**config.mk**
```make
export PLATFORM = sky130hd
export DESIGN_NAME = inst_fetch_unit
export DESIGN_NICKNAME = d
export VERILOG_FILES = /design/src/rtl/inst_fetch_unit.sv
export SDC_FILE = /design/constraint.sdc
export NUM_CORES = 1
export LEC_CHECK = 0
export CAP_MARGIN = 20
export CORE_MARGIN = 1
export CORE_UTILIZATION = 34
export DETAILED_ROUTE_END_ITERATION = 8
export PLACE_DENSITY = 0.74
export SETUP_SLACK_MARGIN = 0.1
export SLEW_MARGIN = 20
export SYNTH_ARGS = -nofsm -noshare
export SYNTH_HDL_FRONTEND = slang
export SYNTH_SLANG_ARGS = --single-unit
```
**constraint.sdc**
```tcl
create_clock -name clk -period 2.7 [get_ports clk]
set_clock_uncertainty 0.2 [all_clocks]
set_input_delay 0.54 -clock clk [delete_from_list [all_inputs] [get_ports clk]]
set_output_delay 0.54 -clock clk [all_outputs]
set_load 0.02 [all_outputs]
```
**src/rtl/inst_fetch_unit.sv**
```systemverilog
// inst_fetch_unit
//   Instruction-fetch front end. Owns the program counter, drives the read
//   address of the instruction RAM's synchronous port A and pairs each
//   returned word with its PC for decode. Absorbs the one-cycle BRAM read
//   latency, decode stalls, control-flow redirects and misaligned-target
//   faults.
//
// Optional feature macro: IF_PERF_CNT_EN
//   defined   -> fetch_cnt_o / stall_cnt_o are live 32-bit wrapping counters
//   undefined -> both ports tied to zero, no counter registers
//
// Parameters
//   RESET_PC          first fetch address after reset (bits [1:0] zero)
// Ports
//   clk               pipeline clock, rising edge
//   rst               asynchronous active-high reset
//   stall_i           decode cannot accept this cycle's instruction
//   redirect_valid_i  taken branch/jump, refetch from redirect_pc_i
//   redirect_pc_i     redirect target byte address
//   inst_addr_o       port A read address (combinational)
//   inst_rdata_i      port A read data, one cycle after its address
//   inst_o            instruction to decode (= inst_rdata_i)
//   pc_o              byte address of inst_o
//   valid_o           inst_o/pc_o carry a live instruction
//   fault_o           sticky misaligned-redirect fault
//   fault_pc_o        offending redirect target
//   fetch_cnt_o       delivered instructions
//   stall_cnt_o       stall cycles seen in RUN
module inst_fetch_unit #(
  parameter logic [31:0] RESET_PC = 32'h0000_0000
) (
  input  logic        clk,
  input  logic        rst,
  input  logic        stall_i,
  input  logic        redirect_valid_i,
  input  logic [31:0] redirect_pc_i,
  output logic [31:0] inst_addr_o,
  input  logic [31:0] inst_rdata_i,
  output logic [31:0] inst_o,
  output logic [31:0] pc_o,
  output logic        valid_o,
  output logic        fault_o,
  output logic [31:0] fault_pc_o,
  output logic [31:0] fetch_cnt_o,
  output logic [31:0] stall_cnt_o
);

  localparam logic [1:0] PRIME = 2'd0;
  localparam logic [1:0] RUN   = 2'd1;
  localparam logic [1:0] FAULT = 2'd2;

  logic [1:0]  state;
  logic [1:0]  state_nxt;
  logic [31:0] issue_pc;
  logic        redir_ok;
  logic        redir_bad;
  logic        in_run;

  assign in_run    = (state == RUN);
  assign redir_bad = redirect_valid_i & (redirect_pc_i[1:0] != 2'b00);
  assign redir_ok  = redirect_valid_i & ~redir_bad;

  // Address select. Outside RUN the BRAM keeps re-reading issue_pc; on a
  // stall the same word is re-read so inst_rdata_i stays constant.
  always_comb begin
    inst_addr_o = issue_pc;
    if (in_run) begin
      if (redir_ok)
        inst_addr_o = redirect_pc_i;
      else if (stall_i)
        inst_addr_o = issue_pc;
      else
        inst_addr_o = issue_pc + 32'd4;
    end
  end

  always_comb begin
    state_nxt = state;
    case (state)
      PRIME:   state_nxt = RUN;
      RUN:     state_nxt = redir_bad ? FAULT : RUN;
      FAULT:   state_nxt = FAULT;
      default: state_nxt = PRIME;
    endcase
  end

  // The word on inst_rdata_i belongs to issue_pc; a redirect squashes it.
  assign valid_o = in_run & ~redirect_valid_i;
  assign pc_o    = issue_pc;
  assign inst_o  = inst_rdata_i;

  always_ff @(posedge clk or posedge rst) begin
    if (rst) begin
      state      <= PRIME;
      issue_pc   <= RESET_PC;
      fault_o    <= 1'b0;
      fault_pc_o <= 32'h0;
    end else begin
      state <= state_nxt;
      if (in_run)
        issue_pc <= inst_addr_o;
      if (in_run && redir_bad) begin
        fault_o    <= 1'b1;
        fault_pc_o <= redirect_pc_i;
      end
    end
  end

`ifdef IF_PERF_CNT_EN
  logic [31:0] fetch_cnt;
  logic [31:0] stall_cnt;

  always_ff @(posedge clk or posedge rst) begin
    if (rst) begin
      fetch_cnt <= 32'h0;
      stall_cnt <= 32'h0;
    end else begin
      if (valid_o && !stall_i)
        fetch_cnt <= fetch_cnt + 32'd1;
      if (in_run && stall_i)
        stall_cnt <= stall_cnt + 32'd1;
    end
  end

  assign fetch_cnt_o = fetch_cnt;
  assign stall_cnt_o = stall_cnt;
`else
  assign fetch_cnt_o = 32'h0;
  assign stall_cnt_o = 32'h0;
`endif

endmodule

```
=== Word-level counts from Yosys, hierarchy flattened ===
Index checks and enable logic that the tools add are counted.

* Output and inout port bits: 194
* Input port bits: 68
* Flip-flop bits (word level): 67
* Word-level logic and storage cells: 20

* Muxes and demuxes: 5
* Reductions and logical operators: 3
* $add $sub $neg: 1
* Bitwise operators: 5
* Equality and inequality tests: 2

{| class="wikitable"
|+ Operators with widths
! cell !! number
|-
| $mux 32 || 3
|-
| $add 32x3->32 const B || 1
|-
| $pmux 2 s3 || 1
|-
| $and 1x1->1 || 3
|-
| $eq 2x1->1 const B || 1
|-
| $eq 2x2->1 const B || 1
|-
| $logic_not 2->1 || 1
|-
| $mux 2 || 1
|-
| $not 1->1 || 2
|-
| $reduce_bool 2->1 || 1
|-
| $logic_and 1x1->1 || 1
|}

=== Logic depth before layout (Yosys ltp) ===
Gate-level depths: netlist of the first run.

* Depth in word-level cells: 6
* Mapped depth: 7
* Mapped depth without buffers: 6

=== Least setup slack after synthesis of the first run ===
OpenSTA, ideal clock, no wires.

* Path type: register to output
* From: reg issue_pc[2] (netlist: pc_o[2])
* To: out inst_addr_o[26]
* Stages on the path, launching flop included: 7
* Path buffers: 0
* Data required time: 1.960 ns
* Path slack: -0.541 ns
* Arrival: 2.501 ns
* Path through: dfrtp_1 ha_1 nand4b_4 or4_4 nor3_4 a311oi_1 a211oi_1

* Cells in the longest elaborated chain, start to end: 4

{| class="wikitable"
|+ Ends and longest elaborated chain
! what !! RTL line !! source
|-
| from (decl) || 54 || <nowiki>logic [31:0] issue_pc;</nowiki>
|-
| from (signal assigned) || 101 || <nowiki>issue_pc <= inst_addr_o;</nowiki>
|-
| $add 32x3->32 || 73 || <nowiki>inst_addr_o = issue_pc + 32'd4;</nowiki>
|-
| $mux 32 || 70 || <nowiki>else if (stall_i)</nowiki>
|-
| $mux 32 || 68 || <nowiki>if (redir_ok)</nowiki>
|-
| $mux 32 || 67 || <nowiki>if (in_run) begin</nowiki>
|-
| to (decl) || 37 || <nowiki>output logic [31:0] inst_addr_o,</nowiki>
|}

No other way between the ends.

=== Final worst setup path of the first run ===
* From: reg issue_pc[3] (netlist: pc_o[3])
* To: out inst_addr_o[13]

Same word-level chain as after synthesis.

==> results of run 1 <==
## worst register-to-register path, stage by stage (launching register included)
cell      delay, ns
dfrtp_2        0.39
buf_6          0.10
nand4b_1       0.20
nor2_4         0.20
nand4_1        0.19
buf_4          0.22
o211ai_1       0.31
buf_4          0.19
buf_6          0.09
buf_6          0.08
buf_6          0.08
buf_6          0.07
nand3b_1       0.07
## logic make-up after synthesis
family / after synthesis / synth area share
buf+inv: 126 / 0.202
compound gates: 118 / 0.171
simple gates: 118 / 0.153
flops: 67 / 0.387
mux: 32 / 0.0832
fa+ha+maj: 1 / 0.00289
other cells: 1 / 0.000866
## sequential cells by signal, summed over array words and instances (netlist names)
name / count
fault_pc_o: 32
pc_o: 32
state: 2
fault_o: 1
## cell type report
class / count / area share
inverter: 6 / 0.00306
clock buffer: 14 / 0.0359
sequential: 67 / 0.228
clock inverter: 2 / 0.00136
timing repair buffer: 284 / 0.356
tap: 168 / 0.0286
multi-input combinational: 333 / 0.346
## cells in the mapped netlist, types with 3 or more instances
| cell | n |
|---|---|
| a211oi_1 | 5 |
| a21oi_1 | 48 |
| a2bb2oi_1 | 20 |
| and2_1 | 3 |
| and3_1 | 5 |
| buf_4 | 96 |
| clkbuf_1 | 17 |
| clkbuf_8 | 4 |
| dfrtp_1 | 67 |
| inv_1 | 6 |
| mux2_2 | 32 |
| nand2_1 | 23 |
| nand3_1 | 14 |
| nand4_1 | 14 |
| nor2_1 | 18 |
| nor2b_1 | 5 |
| nor3_1 | 11 |
| nor4_1 | 3 |
| o211ai_1 | 4 |
| o21ai_0 | 18 |
| o22ai_1 | 14 |
| or3_1 | 6 |
## per-stage QoR
step                cell area, sq um  std cells  setup TNS [ns]
finish                          7360        874           -3.80
global route                    7360        874           -6.12
CTS                             7040        861           -3.23
detailed placement              6240        817          -25.09
global placement                6240        817          -24.26
floorplan                       4650        526          -0.158
## worst paths after layout
check / start / to / slack, ns / cells past startpoint
max reg2reg: pc_o[3]$_DFFE_PP0N_ / pc_o[31]$_DFFE_PP0N_ / 0.18 / 12
max in group asynchronous: rst / pc_o[2]$_DFFE_PP0N_ / 1.55 / 3
min reg2reg: fault_o$_DFFE_PP0P_ / fault_o$_DFFE_PP0P_ / 0.28 / 1
max: pc_o[3]$_DFFE_PP0N_ / inst_addr_o[13] / -0.28 / 7
min: fault_o$_DFFE_PP0P_ / fault_o$_DFFE_PP0P_ / 0.28 / 1
min in group asynchronous: rst / fault_pc_o[20]$_DFFE_PP0P_ / 0.40 / 3
## per-layer routing
| layer | GRT usage | vias to the layer above | share of wire |
|---|---|---|---|
| met4 | 0.116 | 0 | 0.033 |
| met2 | 0.402 | 218 | 0.52 |
| met3 | 0.0548 | 45 | 0.069 |
| li1 | - | 2003 | - |
| met5 | 0 | - | 0 |
| met1 | 0.249 | 2196 | 0.38 |
## timing repair
action                                  CTS  global route
gates cloned                              2             0
endpoints found under the setup margin   33            32
buffers inserted                         26            17
pin swaps                                32            42
resized for setup                       246            65
## power by group
| part | switching, W | internal (W) |
|---|---|---|
| Clock | 0.000444 | 0.000670 |
| Combinational | 0.00296 | 0.00274 |
| Sequential | 0.000312 | 0.00148 |
==> results by group, run 1 <==
Global routing
  – Gr usage total: 0.225
  – Initial antenna violation count: 0
  – Gr ovfl total: 0
  – Vias in the first global route: 4474
  – First-pass GRT wire length: 22900 microns
  – Largest net degree at the start of global routing: 68

Critical path
  – Arrival time worst endpoint: 2.24 ns
  – Worst stage delay on the critical path: 0.50 ns
  – CP Capture Type: output port
  – CP Data Required Time: 1.96 ns
  – CP top delay family: simple AND/OR/NAND/NOR gates
  – Crit start category: flop
  – Critical path class: reg -> out
  – Max stage delay cell, worst path: or4b_4
  – Crit path max fanout: 3
  – Crit-path most repeated cell: buf_6
  – CP bufs+invs: 2
  – Crit-path cells: buf_6, nand4b_1, or3_4, or4b_4, o21ai_4, a21oi_4, buf_6

Drt
  – First drt pass iteration count: 5
  – Starting DRT DRC Count: 189
  – Post-DRT Antenna Nets: 0
  – DRC Markers: 0
  – Vias per cell: 5.11
  – Vias: 4462
  – Routed wire per std cell: 17.6 microns
  – Final wirelength: 15300 microns

Yosys
  – Synth Instances: 463
  – Dominant synthesized flop cell: dfrtp_1
  – Synth area leaders: dfrtp_1 39%, buf_4 17%, mux2_2 8.3%
  – Ys async rst share: 1.00
  – Number of distinct library cells after synthesis: 45
  – Share of the synthesized area in the top cell type: 0.387
  – Post-Syn Area: 0.00433 sq mm
  – Cell accounting for the most synthesized area: dfrtp_1
  – Yosys reg bits: 67
  – Seq/Total Area, Yosys: 0.387
  – Syn_area_per_cell: 9.36 sq um
  – Synth warn: 0
  – Post-synth EDFFs: 0

Clock network
  – Clk sink count: 67
  – Hold buffers post-CTS: 0
  – H-tree depth: 3
  – Clock Path Buffers: 2
  – Clock slew at reported path FFs: 0.05 ns
  – TritonCTS clock tree: done
  – CTS Buf Count: 9
  – Clock root buffer: clkbuf_16
  – Worst skew pair latency: 0.34 ns

Layout
  – Commonest non-fill, non-tap cell in the layout: buf_4
  – Fin util: 0.603
  – # diodes: 0
  – Layout cells sized above 1: 0.462
  – Fillers: 988
  – Area grow syn2layout: 69.9%
  – Area of the multi-input gates: 0.00255 sq mm
  – Nets: 770
  – Commonest cells after routing, fill and taps aside: 134 x buf_4, 96 x clkdlybuf4s50_1, 64 x conb_1
  – Sequential cell area: 0.00168 sq mm

Die
  – Initial Util: 0.355
  – # IOs: 262
  – Core area: 0.0122 sq mm
  – Row count: 40
  – Die area: 0.0132 sq mm
  – Die X: 115 microns
  – DIE HEIGHT: 115 microns

Hold path
  – HP Class: reg -> reg

Timing
  – Post-route minimum period: 2.98 ns
  – Final hold vios: 0
  – Final period utilization: 1.11
  – F_max: 335 MHz
  – Slew Viols, Final: 0
  – Setup Viol. Count Final: 23
  – PnR worst setup slack: -0.285 ns
  – RSZ-0062 raised after global routing: yes
  – Worst Hold Margin: 0.283 ns

Outcome
  – Failing checks: setup timing
  – Status: finished with violations

Job
  – Max cap viols: 0

Power and ir drop
  – Power Dens Cells: 1170 mW/mm^2
  – Total Power: 0.00860 W
  – Leak pwr: 3.21 nW
  – Maximum vdd drop: 0.791 mV

Placed design
  – Setup WS pre-CTS: -0.968 ns
  – HPWL after detailed placement: 9920 microns
  – Buffers on Ports: 133
  – GPL Wtd Cong: 0.873
Note: power is estimated with default switching activity, not from simulation.
==> run 2, diff against run 1 <==
--- a/config.mk
+++ b/config.mk
@@ -6,12 +6,10 @@
 export NUM_CORES = 1
 export LEC_CHECK = 0
 export CAP_MARGIN = 20
-export CORE_MARGIN = 1
 export CORE_UTILIZATION = 34
 export DETAILED_ROUTE_END_ITERATION = 8
 export PLACE_DENSITY = 0.74
 export SETUP_SLACK_MARGIN = 0.1
-export SLEW_MARGIN = 20
 export SYNTH_ARGS = -nofsm -noshare
 export SYNTH_HDL_FRONTEND = slang
 export SYNTH_SLANG_ARGS = --single-unit
==> results of run 2 <==
Final layout, timing and power as in run 1 (identical DEF).
